$ cat src/rtl/alu_arbiter.sv
`default_nettype none
// ============================================================================
// Module : alu_arbiter
// Brief  : Round-robin sharing of one registered-output ALU between requesters
// Rev    : 1.0
// ============================================================================
module alu_arbiter #(
  parameter int NUM_REQ    = 2,
  parameter int DATA_WIDTH = 32,
  parameter int OP_WIDTH   = 4
) (
  input  logic                          clock,
  input  logic                          reset,
  input  logic [NUM_REQ-1:0]            req_valid,
  output logic [NUM_REQ-1:0]            req_ready,
  input  logic [NUM_REQ*DATA_WIDTH-1:0] req_inOne,
  input  logic [NUM_REQ*DATA_WIDTH-1:0] req_inTwo,
  input  logic [NUM_REQ*OP_WIDTH-1:0]   req_opcode,
  output logic [NUM_REQ-1:0]            resp_valid,
  input  logic [NUM_REQ-1:0]            resp_ready,
  output logic [DATA_WIDTH-1:0]         resp_result,
  output logic                          resp_zero,
  output logic                          resp_carry,
  output logic                          busy,
  output logic [DATA_WIDTH-1:0]         alu_inOne,
  output logic [DATA_WIDTH-1:0]         alu_inTwo,
  output logic [OP_WIDTH-1:0]           alu_opcode,
  input  logic [DATA_WIDTH-1:0]         alu_result,
  input  logic                          alu_zeroFlag,
  input  logic                          alu_carryBit
);

  localparam int IDX_W = (NUM_REQ > 1) ? $clog2(NUM_REQ) : 1;

  typedef enum logic [1:0] {
    IDLE = 2'd0,
    EXEC = 2'd1,
    RESP = 2'd2
  } state_t;

  state_t                r_state;
  logic [IDX_W-1:0]      r_owner;
  logic [IDX_W-1:0]      r_lastGrant;
  logic [NUM_REQ-1:0]    r_respValid;
  logic [DATA_WIDTH-1:0] r_aluInOne;
  logic [DATA_WIDTH-1:0] r_aluInTwo;
  logic [OP_WIDTH-1:0]   r_aluOpcode;

  logic                  w_ownerReady;
  logic                  w_window;
  logic                  w_found;
  logic                  w_accept;
  logic [IDX_W-1:0]      w_winner;
  logic [DATA_WIDTH-1:0] w_selInOne;
  logic [DATA_WIDTH-1:0] w_selInTwo;
  logic [OP_WIDTH-1:0]   w_selOpcode;

  assign w_ownerReady = resp_ready[r_owner];
  assign w_window     = (r_state == IDLE) || ((r_state == RESP) && w_ownerReady);
  assign w_accept     = w_window && w_found;

  // Search starts just after the previous winner so every requester gets a turn.
  always_comb begin
    int idx;
    w_winner = '0;
    w_found  = 1'b0;
    for (int k = 1; k <= NUM_REQ; k++) begin
      idx = int'(r_lastGrant) + k;
      if (idx >= NUM_REQ) begin
        idx = idx - NUM_REQ;
      end
      if (!w_found && req_valid[idx]) begin
        w_winner = IDX_W'(idx);
        w_found  = 1'b1;
      end
    end
  end

  always_comb begin
    w_selInOne  = '0;
    w_selInTwo  = '0;
    w_selOpcode = '0;
    for (int i = 0; i < NUM_REQ; i++) begin
      if (w_winner == IDX_W'(i)) begin
        w_selInOne  = req_inOne[i*DATA_WIDTH +: DATA_WIDTH];
        w_selInTwo  = req_inTwo[i*DATA_WIDTH +: DATA_WIDTH];
        w_selOpcode = req_opcode[i*OP_WIDTH +: OP_WIDTH];
      end
    end
  end

  always_comb begin
    req_ready = '0;
    if (w_accept) begin
      req_ready[w_winner] = 1'b1;
    end
  end

  always_ff @(posedge clock) begin
    if (reset) begin
      r_state     <= IDLE;
      r_owner     <= '0;
      r_lastGrant <= IDX_W'(NUM_REQ - 1);
      r_respValid <= '0;
      r_aluInOne  <= '0;
      r_aluInTwo  <= '0;
      r_aluOpcode <= '0;
    end else begin
      case (r_state)
        IDLE: begin
          if (w_accept) begin
            r_state <= EXEC;
          end
        end
        EXEC: begin
          r_state     <= RESP;
          r_respValid <= NUM_REQ'(1) << r_owner;
        end
        RESP: begin
          // A new grant in the release cycle chains straight into EXEC.
          if (w_ownerReady) begin
            r_respValid <= '0;
            r_state     <= w_accept ? EXEC : IDLE;
          end
        end
        default: begin
          r_state     <= IDLE;
          r_respValid <= '0;
        end
      endcase
      if (w_accept) begin
        r_owner     <= w_winner;
        r_lastGrant <= w_winner;
        r_aluInOne  <= w_selInOne;
        r_aluInTwo  <= w_selInTwo;
        r_aluOpcode <= w_selOpcode;
      end
    end
  end

  assign busy        = (r_state != IDLE);
  assign resp_valid  = r_respValid;
  assign alu_inOne   = r_aluInOne;
  assign alu_inTwo   = r_aluInTwo;
  assign alu_opcode  = r_aluOpcode;
  assign resp_result = (r_state == RESP) ? alu_result : '0;
  assign resp_zero   = (r_state == RESP) ? alu_zeroFlag : 1'b0;
  assign resp_carry  = (r_state == RESP) ? alu_carryBit : 1'b0;

endmodule
`default_nettype wire

$ cat config.mk
export PLATFORM = sky130hd
export DESIGN_NAME = alu_arbiter
export DESIGN_NICKNAME = d
export VERILOG_FILES = /design/src/rtl/alu_arbiter.sv
export SDC_FILE = /design/constraint.sdc
export NUM_CORES = 1
export LEC_CHECK = 0
export CORE_MARGIN = 4
export CORE_UTILIZATION = 39
export DETAILED_ROUTE_END_ITERATION = 10
export PLACE_DENSITY = 0.95
export SYNTH_ARGS = -nofsm -noshare
export SYNTH_HDL_FRONTEND = slang
export SYNTH_SLANG_ARGS = --single-unit
$ cat constraint.sdc
create_clock -name clock -period 2.2 [get_ports clock]
set_clock_uncertainty 0.05 [all_clocks]
set_input_delay 0.22 -clock clock [delete_from_list [all_inputs] [get_ports clock]]
set_output_delay 0.22 -clock clock [all_outputs]
set_load 0.05 [all_outputs]
Word-level counts from Yosys, hierarchy flattened
Cells that the tools add are included.
{ "word_totals": {"reg_bits": 74, "input_bits": 176, "out_inout_bits": 107, "word_cells": 63} }
{ "classes": {"addsub": 4, "magnitude_cmp": 7, "eq_ne": 4, "shifts": 1, "n_mux": 29, "bitwise_logic": 1, "n_reduce_logical": 10} }
{ "op_table": {"columns": ["cell", "count"], "rows": [
  ["32-bit two-way mux", 5],
  ["32-bit by 3-bit < comparator with 1-bit output (second input constant)", 2],
  ["1-bit two-way mux", 16],
  ["2-bit case mux with 3 select lines", 2],
  ["2-bit two-way mux", 4],
  ["1-bit logical AND", 4],
  ["1-bit by 2-bit < comparator with 1-bit output (second input constant)", 2],
  ["4-bit two-way mux", 1],
  ["2-bit != test (second input constant)", 2],
  ["2-bit AND reduction", 2],
  ["3-bit by 2-bit subtractor with 4-bit output (second input constant)", 1],
  ["1-bit by 2-bit adder with 3-bit output (second input constant)", 1],
  ["3-bit by 2-bit >= comparator with 1-bit output (second input constant)", 1],
  ["2-bit by 2-bit subtractor with 3-bit output (second input constant)", 1],
  ["1-bit by 1-bit adder with 2-bit output (second input constant)", 1],
  ["2-bit by 1-bit equality test with 1-bit output (second input constant)", 1],
  ["2-bit equality test (second input constant)", 1],
  ["2-bit >= comparator (second input constant)", 1],
  ["2-bit zero test", 1],
  ["2-bit nonzero test", 1],
  ["1-bit by 1-bit << shifter with 2-bit output (first input constant)", 1],
  ["1-bit demux with 1-bit select", 1],
  ["1-bit >= comparator (second input constant)", 1],
  ["1-bit zero test", 1],
  ["2 further kinds", 2]
]} }

Depth between registers and ports, before layout
Gate-level depths: netlist of the first run.
{ "depth": {"word_depth": 15, "mapped_depth": 6, "ltp_nobuf": 3} }

Worst setup path before layout of the first run
OpenSTA, ideal clock, no wires.
{ "synth_path": {"path_kind": "reg2out", "from": "register r_state[1]", "to": "output resp_result[10]", "arrival_ps": 1476, "required_ps": 1930, "slack_ps": 454, "stages_incl_launch_ff": 5, "n_path_buf": 2, "cell_sequence": "dfxtp_1 buf_2 nor2b_1 clkbuf_1 and2_1"} }
{ "synth_between": {"elab_chain_len": 2} }
{ "synth_rtl": {"columns": ["element", "line_no", "rtl"], "rows": [
  ["from (decl)", "41", "state_t r_state;"],
  ["from (signal assigned)", "123", "r_state <= w_accept ? EXEC : IDLE;"],
  ["2-bit equality test", "146", "assign resp_result = (r_state == RESP) ? alu_result : '0;"],
  ["32-bit two-way mux", "146", null],
  ["to (decl)", "21", "output logic [DATA_WIDTH-1:0] resp_result,"]
]} }
No other way between the ends.

Worst setup path in the final report of the first run
{ "layout_path": {"from": "register r_owner", "to": "output req_ready[1]"} }
{ "layout_between": {"elab_chain_len": 6} }
{ "layout_rtl": {"columns": ["element", "line_no", "rtl"], "rows": [
  ["from (decl)", "42", "logic [IDX_W-1:0] r_owner;"],
  ["from (signal assigned)", "132", "r_owner <= w_winner;"],
  ["1-bit two-way mux (not written as such) (2 in series)", "58", "assign w_ownerReady = resp_ready[r_owner];"],
  ["1-bit logical AND", "59", "assign w_window = (r_state == IDLE) || ((r_state == RESP) && w_ownerReady);"],
  ["1-bit logical OR", "59", null],
  ["1-bit logical AND", "60", "assign w_accept = w_window && w_found;"],
  ["2-bit two-way mux", "94", "if (w_accept) begin"],
  ["to (decl)", "15", "output logic [NUM_REQ-1:0] req_ready,"]
]} }
No other way between the ends. The select of a mux whose other input is x is not followed.

==> impl_table.tex, run 1 <==
\begin{tabular}{lr}
\hline
Metric & Value \\
\hline
\multicolumn{2}{l}{\textbf{Status}} \\
\quad Status & finished clean \\
\multicolumn{2}{l}{\textbf{Power and ir drop}} \\
\quad Power per cell area & 635 mW/mm\^{}2 \\
\quad Maximum resistive drop on vdd & 0.435 mV \\
\quad Final total power & 4.85 mW \\
\quad Pleak & 2.82 nW \\
\multicolumn{2}{l}{\textbf{Routing}} \\
\quad Final routed DRC violation total & 0 \\
\quad Routed Wire Length & 18200 um \\
\quad Via-to-Cell Ratio & 5.67 \\
\quad Detailed-routing iteration count for the pre-antenna-repair pass & 5 \\
\quad Iteration-0 DRC count of the detailed router & 404 \\
\quad ANT nets after route & 0 \\
\quad Wire per inst & 19.6 um \\
\quad Vias after detailed routing & 5280 \\
\multicolumn{2}{l}{\textbf{Timing}} \\
\quad Highest achievable clock rate & 495 MHz \\
\quad Final setup fails & 0 \\
\quad RSZ-0062 raised after global routing & false \\
\quad Transition time at the pin with the least slew margin & 549 ps \\
\quad Max-slew violations & 0 \\
\quad Fin crit share & 91.9\% \\
\quad Worst slew slack as a fraction of its limit & 63.3\% \\
\quad Setup TNS & 0 ps \\
\quad Post-layout min period & 2020 ps \\
\quad Final Hold Vio Count & 0 \\
\multicolumn{2}{l}{\textbf{Floorplan}} \\
\quad Die footprint & 0.0123 sq mm \\
\quad Initial cell density of the core & 40.1\% \\
\quad Die height & 111 um \\
\quad Total core area & 0.0103 sq mm \\
\quad Number of placement rows & 37 \\
\quad Die Wd & 111 um \\
\quad I/O pin count & 283 \\
\multicolumn{2}{l}{\textbf{Clock tree}} \\
\quad PostCTS Resize Cnt & 0 \\
\quad Post-CTS repair timing setup buffer count & 0 \\
\quad Clock tree from TritonCTS & yes \\
\quad Clock transition time at the flip-flop clock pins of the worst setup and hold paths & 90 ps \\
\quad Hold Buf Count CTS & 0 \\
\quad Buffer levels on the longest clock path & 2 \\
\quad Clk sink count & 74 \\
\quad Clock buffer count from CTS & 9 \\
\quad Max H-tree Level & 3 \\
\quad Root buffer cell & sky130\_fd\_sc\_hd\_\_clkbuf\_8 \\
\quad Clock latency on the worst-skew pair & 340 ps \\
\multicolumn{2}{l}{\textbf{Critical path}} \\
\quad Top fanout value on the critical path & 7 \\
\quad RR Endpoint & alu\_inTwo[19] \\
\quad Critical-path top delay cell & sky130\_fd\_sc\_hd\_\_dfxtp\_1 \\
\quad Crit start category & flip-flop \\
\quad Delay of the slowest cell on the worst path & 510 ps \\
\quad Critical path type & reg2out \\
\quad Required time of the critical path & 1930 ps \\
\quad Cells traversed along the worst timing path & mux2\_4 > o211ai\_1 > inv\_1 > buf\_12 \\
\quad Register-to-Register Path Depth & 4 \\
\quad Arrival time reported for the critical path endpoint & 1750 ps \\
\quad Reg-to-reg critical path startpoint & r\_state[0] \\
\quad Kind of end point of the critical path & primary output \\
\quad Register-to-register path setup slack & 460 ps \\
\multicolumn{2}{l}{\textbf{Place}} \\
\quad Count of input and output buffers & 282 \\
\quad Sum of net half-perimeters after detailed placement & 13600 um \\
\quad Routability-driven placement congestion ratio & 0.950 \\
\multicolumn{2}{l}{\textbf{Logic synthesis}} \\
\quad Number of nets in the synthesized netlist & 714 \\
\quad Number of flip-flops and latches in the synthesized netlist & 74 \\
\quad Mean instance size in the synthesized netlist & 7.69 sq um \\
\quad Yosys warns & 0 \\
\quad Distinct cells, synth & 27 \\
\quad Fraction of registers with async set/reset & 0\% \\
\quad Post-Syn Instances & 538 \\
\quad Number of enable flip-flop cells after synthesis & 0 \\
\quad Top FF cell, synth & sky130\_fd\_sc\_hd\_\_dfxtp\_1 \\
\quad Part of the Yosys area used for sequential elements & 35.8\% \\
\quad Syn Std Cell Area & 0.00414 sq mm \\
\multicolumn{2}{l}{\textbf{Cells and area}} \\
\quad End-of-flow core utilization & 73.9\% \\
\quad Leading cell type in the layout, fill and taps excluded & sky130\_fd\_sc\_hd\_\_clkdlybuf4s50\_1 \\
\quad Total of fill cells in the finished design & 707 \\
\quad Antenna Cells & 0 \\
\quad Multi-input logic area & 0.00240 sq mm \\
\quad Proportion of layout cells with a drive suffix above 1 & 9.81\% \\
\quad Area added between synthesis and finish & 84.5\% \\
\quad Area taken by flip-flops and latches & 0.00148 sq mm \\
\quad Highest-count cells in the layout ignoring fill and taps & sky130\_fd\_sc\_hd\_\_clkdlybuf4s50\_1 (245), sky130\_fd\_sc\_hd\_\_nand2\_1 (136), sky130\_fd\_sc\_hd\_\_dfxtp\_1 (73) \\
\quad Number of nets at the end of the flow & 966 \\
\multicolumn{2}{l}{\textbf{Min path}} \\
\quad Hold Path Stages & 3 \\
\quad Endpoint of the worst hold-timing path & alu\_inOne[16] \\
\quad Critical hold path startpoint & req\_inOne[16] \\
\quad Hold Path Class & in2reg \\
\multicolumn{2}{l}{\textbf{GRT}} \\
\quad Pin count of the biggest net entering global routing & 69 \\
\quad Combined global-route utilization of all metal layers & 28.3\% \\
\quad Number of antenna violations at the first check in global routing & 0 \\
\quad Wire length of the first global-routing pass & 28600 um \\
\quad Number of global-route vias before repair & 5355 \\
\quad Grt total ovfl & 0 \\
\multicolumn{2}{l}{\textbf{Job}} \\
\quad Reported max-cap violation count & 0 \\
\hline
\end{tabular}
==> flip-flops by register name, summed over array words and instances, names as in the netlist <==
signal	flops
alu_opcode	4
alu_inTwo	32
r_state	2
r_owner	1
resp_valid	2
alu_inOne	32
r_lastGrant	1
==> Yosys cell counts, types with 2 or more instances <==
master                     number  area (sq um)
sky130_fd_sc_hd__nand2_1      136           510
sky130_fd_sc_hd__dfxtp_1       74          1480
sky130_fd_sc_hd__a31oi_1       68           425
sky130_fd_sc_hd__nand2b_1      68           425
sky130_fd_sc_hd__o221ai_1      68           596
sky130_fd_sc_hd__clkbuf_1      36           135
sky130_fd_sc_hd__and2_1        34           213
sky130_fd_sc_hd__buf_2         15          75.1
sky130_fd_sc_hd__nor2b_1        5          31.3
sky130_fd_sc_hd__a21oi_1        4          20.0
sky130_fd_sc_hd__nor2_1         4          15.0
sky130_fd_sc_hd__o21ai_0        4          20.0
sky130_fd_sc_hd__buf_4          3          22.5
sky130_fd_sc_hd__inv_1          3          11.3
sky130_fd_sc_hd__buf_6          2          22.5
sky130_fd_sc_hd__nor3b_1        2          15.0
sky130_fd_sc_hd__o211ai_1       2          15.0
==> cell type report <==
| class | instances | area share [%] |
|---|---|---|
| tap | 136 | 2.23 |
| clock inverter | 5 | 0.492 |
| clock buffer | 11 | 1.98 |
| multi-input combinational | 404 | 31.4 |
| timing repair buffer | 297 | 44.3 |
| inverter | 4 | 0.197 |
| sequential | 74 | 19.4 |
==> kinds of logic (layout without fill, tap and decap cells) <==
group	after synthesis	in the layout	share of synthesized area (%)
DFF	74	74	35.8
AOI/OAI and AO/OA	152	152	27.7
and+or+nand+nor	250	250	29.4
muxes	2	2	0.605
buffers and inverters	60	317	6.53
==> metrics by stage <==
step                      area (sq um)  worst slack [ps]  hold slack [ps]  cells
after floorplan                   4140               454              239    538
after global placement            7440               350              487    915
after detailed placement          7440               227              522    915
after CTS                         7630              78.2              369    931
after global routing              7630              60.0              367    931
final                             7630               179              387    931
==> worst max-delay path by stage <==
stage	cells past startpoint	startpoint	to
2_1_floorplan	4	r_state[1]	resp_result[10]
3_3_place_gp	5	resp_ready[0]	req_ready[0]
3_5_place_dp	5	req_valid[0]	alu_inTwo[19]
4_1_cts	5	r_state[1]	req_ready[0]
5_1_grt	5	r_state[1]	req_ready[0]
6_report	4	r_owner	req_ready[1]
==> power breakdown <==
group	switching [mW]	leakage (nW)	internal, mW	total, mW
combinational	1.26	2.12	0.932	2.19
sequential	0.126	0.615	1.50	1.63
clock	0.551	0.0919	0.476	1.03
==> worst max-delay path: cells and delay by family, from the launching register on <==
family | cells | cell delay (ps)
mux | 1 | 370
flops | 1 | 510
buf+inv | 2 | 270
compound gates | 1 | 250
==> metal layers <==
layer / wire, um / track usage [%]
met1: 6480 / 30.4
met2: 9470 / 52.2
met5: 0 / 0
met3: 1550 / 7.81
met4: 716 / 10.8
(Power assumes the default switching activity.)
==> inputs of run 2 (changes only) <==
==> config.mk (replaced) <==
export PLATFORM = sky130hd
export DESIGN_NAME = alu_arbiter
export DESIGN_NICKNAME = d
export VERILOG_FILES = /design/src/rtl/alu_arbiter.sv
export SDC_FILE = /design/constraint.sdc
export NUM_CORES = 1
export LEC_CHECK = 0
export CORE_AREA = 2 2 110 112
export DETAILED_ROUTE_END_ITERATION = 10
export DIE_AREA = 0 0 112 114
export PLACE_DENSITY = 0.89
export SYNTH_ARGS = -nofsm -noshare
export SYNTH_HDL_FRONTEND = slang
export SYNTH_SLANG_ARGS = --single-unit
==> impl_table.tex, run 2 (synthesis gave the netlist of run 1 again) <==
\begin{tabular}{lr}
\hline
Metric & Value \\
\hline
\multicolumn{2}{l}{\textbf{Cells and area}} \\
\quad Area taken by flip-flops and latches & 0.00148 sq mm \\
\quad Number of nets at the end of the flow & 965 \\
\quad Multi-input logic area & 0.00240 sq mm \\
\quad Leading cell type in the layout, fill and taps excluded & sky130\_fd\_sc\_hd\_\_clkdlybuf4s50\_1 \\
\quad Total of fill cells in the finished design & 943 \\
\quad Highest-count cells in the layout ignoring fill and taps & sky130\_fd\_sc\_hd\_\_clkdlybuf4s50\_1 (245), sky130\_fd\_sc\_hd\_\_nand2\_1 (136), sky130\_fd\_sc\_hd\_\_dfxtp\_1 (73) \\
\quad Antenna Cells & 0 \\
\quad Proportion of layout cells with a drive suffix above 1 & 9.70\% \\
\quad Area added between synthesis and finish & 86.5\% \\
\multicolumn{2}{l}{\textbf{Clock tree}} \\
\quad Max H-tree Level & 3 \\
\quad PostCTS Resize Cnt & 0 \\
\quad Post-CTS repair timing setup buffer count & 0 \\
\quad Clock tree from TritonCTS & yes \\
\quad Clock transition time at the flip-flop clock pins of the worst setup and hold paths & 60 ps \\
\quad Clk sink count & 74 \\
\quad Hold Buf Count CTS & 0 \\
\quad Clock buffer count from CTS & 9 \\
\quad Root buffer cell & sky130\_fd\_sc\_hd\_\_clkbuf\_16 \\
\quad Clock latency on the worst-skew pair & 320 ps \\
\quad Buffer levels on the longest clock path & 2 \\
\multicolumn{2}{l}{\textbf{GRT}} \\
\quad Combined global-route utilization of all metal layers & 23.9\% \\
\quad Number of antenna violations at the first check in global routing & 0 \\
\quad Wire length of the first global-routing pass & 24800 um \\
\quad Grt total ovfl & 0 \\
\quad Number of global-route vias before repair & 4922 \\
\quad Pin count of the biggest net entering global routing & 70 \\
\multicolumn{2}{l}{\textbf{Timing}} \\
\quad Transition time at the pin with the least slew margin & 556 ps \\
\quad RSZ-0062 raised after global routing & false \\
\quad Post-layout min period & 2000 ps \\
\quad Final Hold Vio Count & 0 \\
\quad Setup TNS & 0 ps \\
\quad Worst slew slack as a fraction of its limit & 62.8\% \\
\quad Final setup fails & 0 \\
\quad Fin crit share & 90.9\% \\
\quad Highest achievable clock rate & 500 MHz \\
\quad Max-slew violations & 0 \\
\multicolumn{2}{l}{\textbf{Floorplan}} \\
\quad Die height & 114 um \\
\quad Die Wd & 112 um \\
\quad Number of placement rows & 40 \\
\quad I/O pin count & 283 \\
\quad Initial cell density of the core & 35.3\% \\
\quad Total core area & 0.0117 sq mm \\
\quad Die footprint & 0.0128 sq mm \\
\multicolumn{2}{l}{\textbf{Min path}} \\
\quad Endpoint of the worst hold-timing path & alu\_inTwo[31] \\
\quad Hold Path Stages & 3 \\
\quad Critical hold path startpoint & req\_inTwo[63] \\
\quad Hold Path Class & in2reg \\
\multicolumn{2}{l}{\textbf{Routing}} \\
\quad Vias after detailed routing & 5079 \\
\quad Via-to-Cell Ratio & 5.40 \\
\quad ANT nets after route & 0 \\
\quad Final routed DRC violation total & 0 \\
\quad Detailed-routing iteration count for the pre-antenna-repair pass & 4 \\
\quad Wire per inst & 17.2 um \\
\quad Routed Wire Length & 16200 um \\
\quad Iteration-0 DRC count of the detailed router & 435 \\
\multicolumn{2}{l}{\textbf{Place}} \\
\quad Routability-driven placement congestion ratio & 0.863 \\
\quad Count of input and output buffers & 282 \\
\quad Sum of net half-perimeters after detailed placement & 11100 um \\
\multicolumn{2}{l}{\textbf{Critical path}} \\
\quad Register-to-register path setup slack & 570 ps \\
\quad Critical-path top delay cell & sky130\_fd\_sc\_hd\_\_dfxtp\_1 \\
\quad Arrival time reported for the critical path endpoint & 1730 ps \\
\quad Required time of the critical path & 1930 ps \\
\quad Crit start category & flip-flop \\
\quad Cells traversed along the worst timing path & mux2\_4 > o21ai\_0 > nor2\_1 > buf\_12 \\
\quad Delay of the slowest cell on the worst path & 460 ps \\
\quad Critical path type & reg2out \\
\quad Register-to-Register Path Depth & 4 \\
\quad RR Endpoint & alu\_inOne[2] \\
\quad Top fanout value on the critical path & 7 \\
\quad Reg-to-reg critical path startpoint & r\_state[0] \\
\quad Kind of end point of the critical path & primary output \\
\multicolumn{2}{l}{\textbf{Power and ir drop}} \\
\quad Maximum resistive drop on vdd & 0.437 mV \\
\quad Pleak & 2.86 nW \\
\quad Power per cell area & 685 mW/mm\^{}2 \\
\quad Final total power & 5.29 mW \\
\multicolumn{2}{l}{\textbf{Status}} \\
\quad Status & finished clean \\
\multicolumn{2}{l}{\textbf{Job}} \\
\quad Reported max-cap violation count & 0 \\
\hline
\end{tabular}
## run 2: critical path: cells and delay by family, from the launching register on
kind / cells / cell delay, ps
flops: 1 / 460
mux: 1 / 350
compound gates: 1 / 270
buf+inv: 1 / 170
simple gates: 1 / 140
## run 2: worst max-delay path by stage
| stage | startpoint | end | slack (ps) | cells after the start |
|---|---|---|---|---|
| after CTS | r_owner | req_ready[0] | 190 | 4 |
| final | r_owner | req_ready[0] | 200 | 4 |
| after floorplan | r_state[1] | resp_result[10] | 450 | 4 |
| after global routing | r_owner | req_ready[0] | 100 | 4 |
| after detailed placement | req_valid[0] | alu_inTwo[26] | 310 | 5 |
| after global placement | resp_ready[0] | req_ready[0] | 370 | 5 |
## run 2: report_power, final
part	switching [mW]	total (mW)	internal [mW]
combinational	1.23	2.15	0.919
sequential	0.115	1.62	1.50
clock	0.582	1.52	0.935
## run 2: cell type report
type | count | area share (%)
Timing Repair Buffer | 296 | 43.2
Multi-Input combinational cell | 404 | 31.0
Sequential cell | 74 | 19.2
Clock buffer | 11 | 3.27
Tap cell | 147 | 2.38
Clock inverter | 5 | 0.681
Inverter | 4 | 0.195
## run 2: routing by layer
| layer | wire length, um | GRT usage (%) | up-vias | share of wire [%] |
|---|---|---|---|---|
| met5 | 0 | 0 | - | 0 |
| met4 | 488 | 10.1 | 0 | 3.0 |
| met3 | 1300 | 6.11 | 41 | 8.1 |
| met2 | 7920 | 40.3 | 248 | 49 |
| met1 | 6450 | 29.2 | 2359 | 40 |
| li1 | - | - | 2431 | - |
## run 2: stage by stage
stage	setup slack (ps)	hold slack, ps	utilization (%)	instances	area (sq um)
floorplan	454	239	-	538	4140
CTS	194	394	65.9	941	7720
detailed placement	315	484	63.3	925	7410
global route	98.8	402	65.9	941	7720
global placement	375	478	63.3	925	7410
finish	200	406	65.9	941	7720
==> inputs of run 3 (changes only) <==
--- a/config.mk
+++ b/config.mk
@@ -12,3 +12,4 @@
 export SYNTH_ARGS = -nofsm -noshare
 export SYNTH_HDL_FRONTEND = slang
 export SYNTH_SLANG_ARGS = --single-unit
+export TNS_END_PERCENT = 1
==> results of run 3 <==
The final DEF is identical to that of run 2; final timing and power are the same.
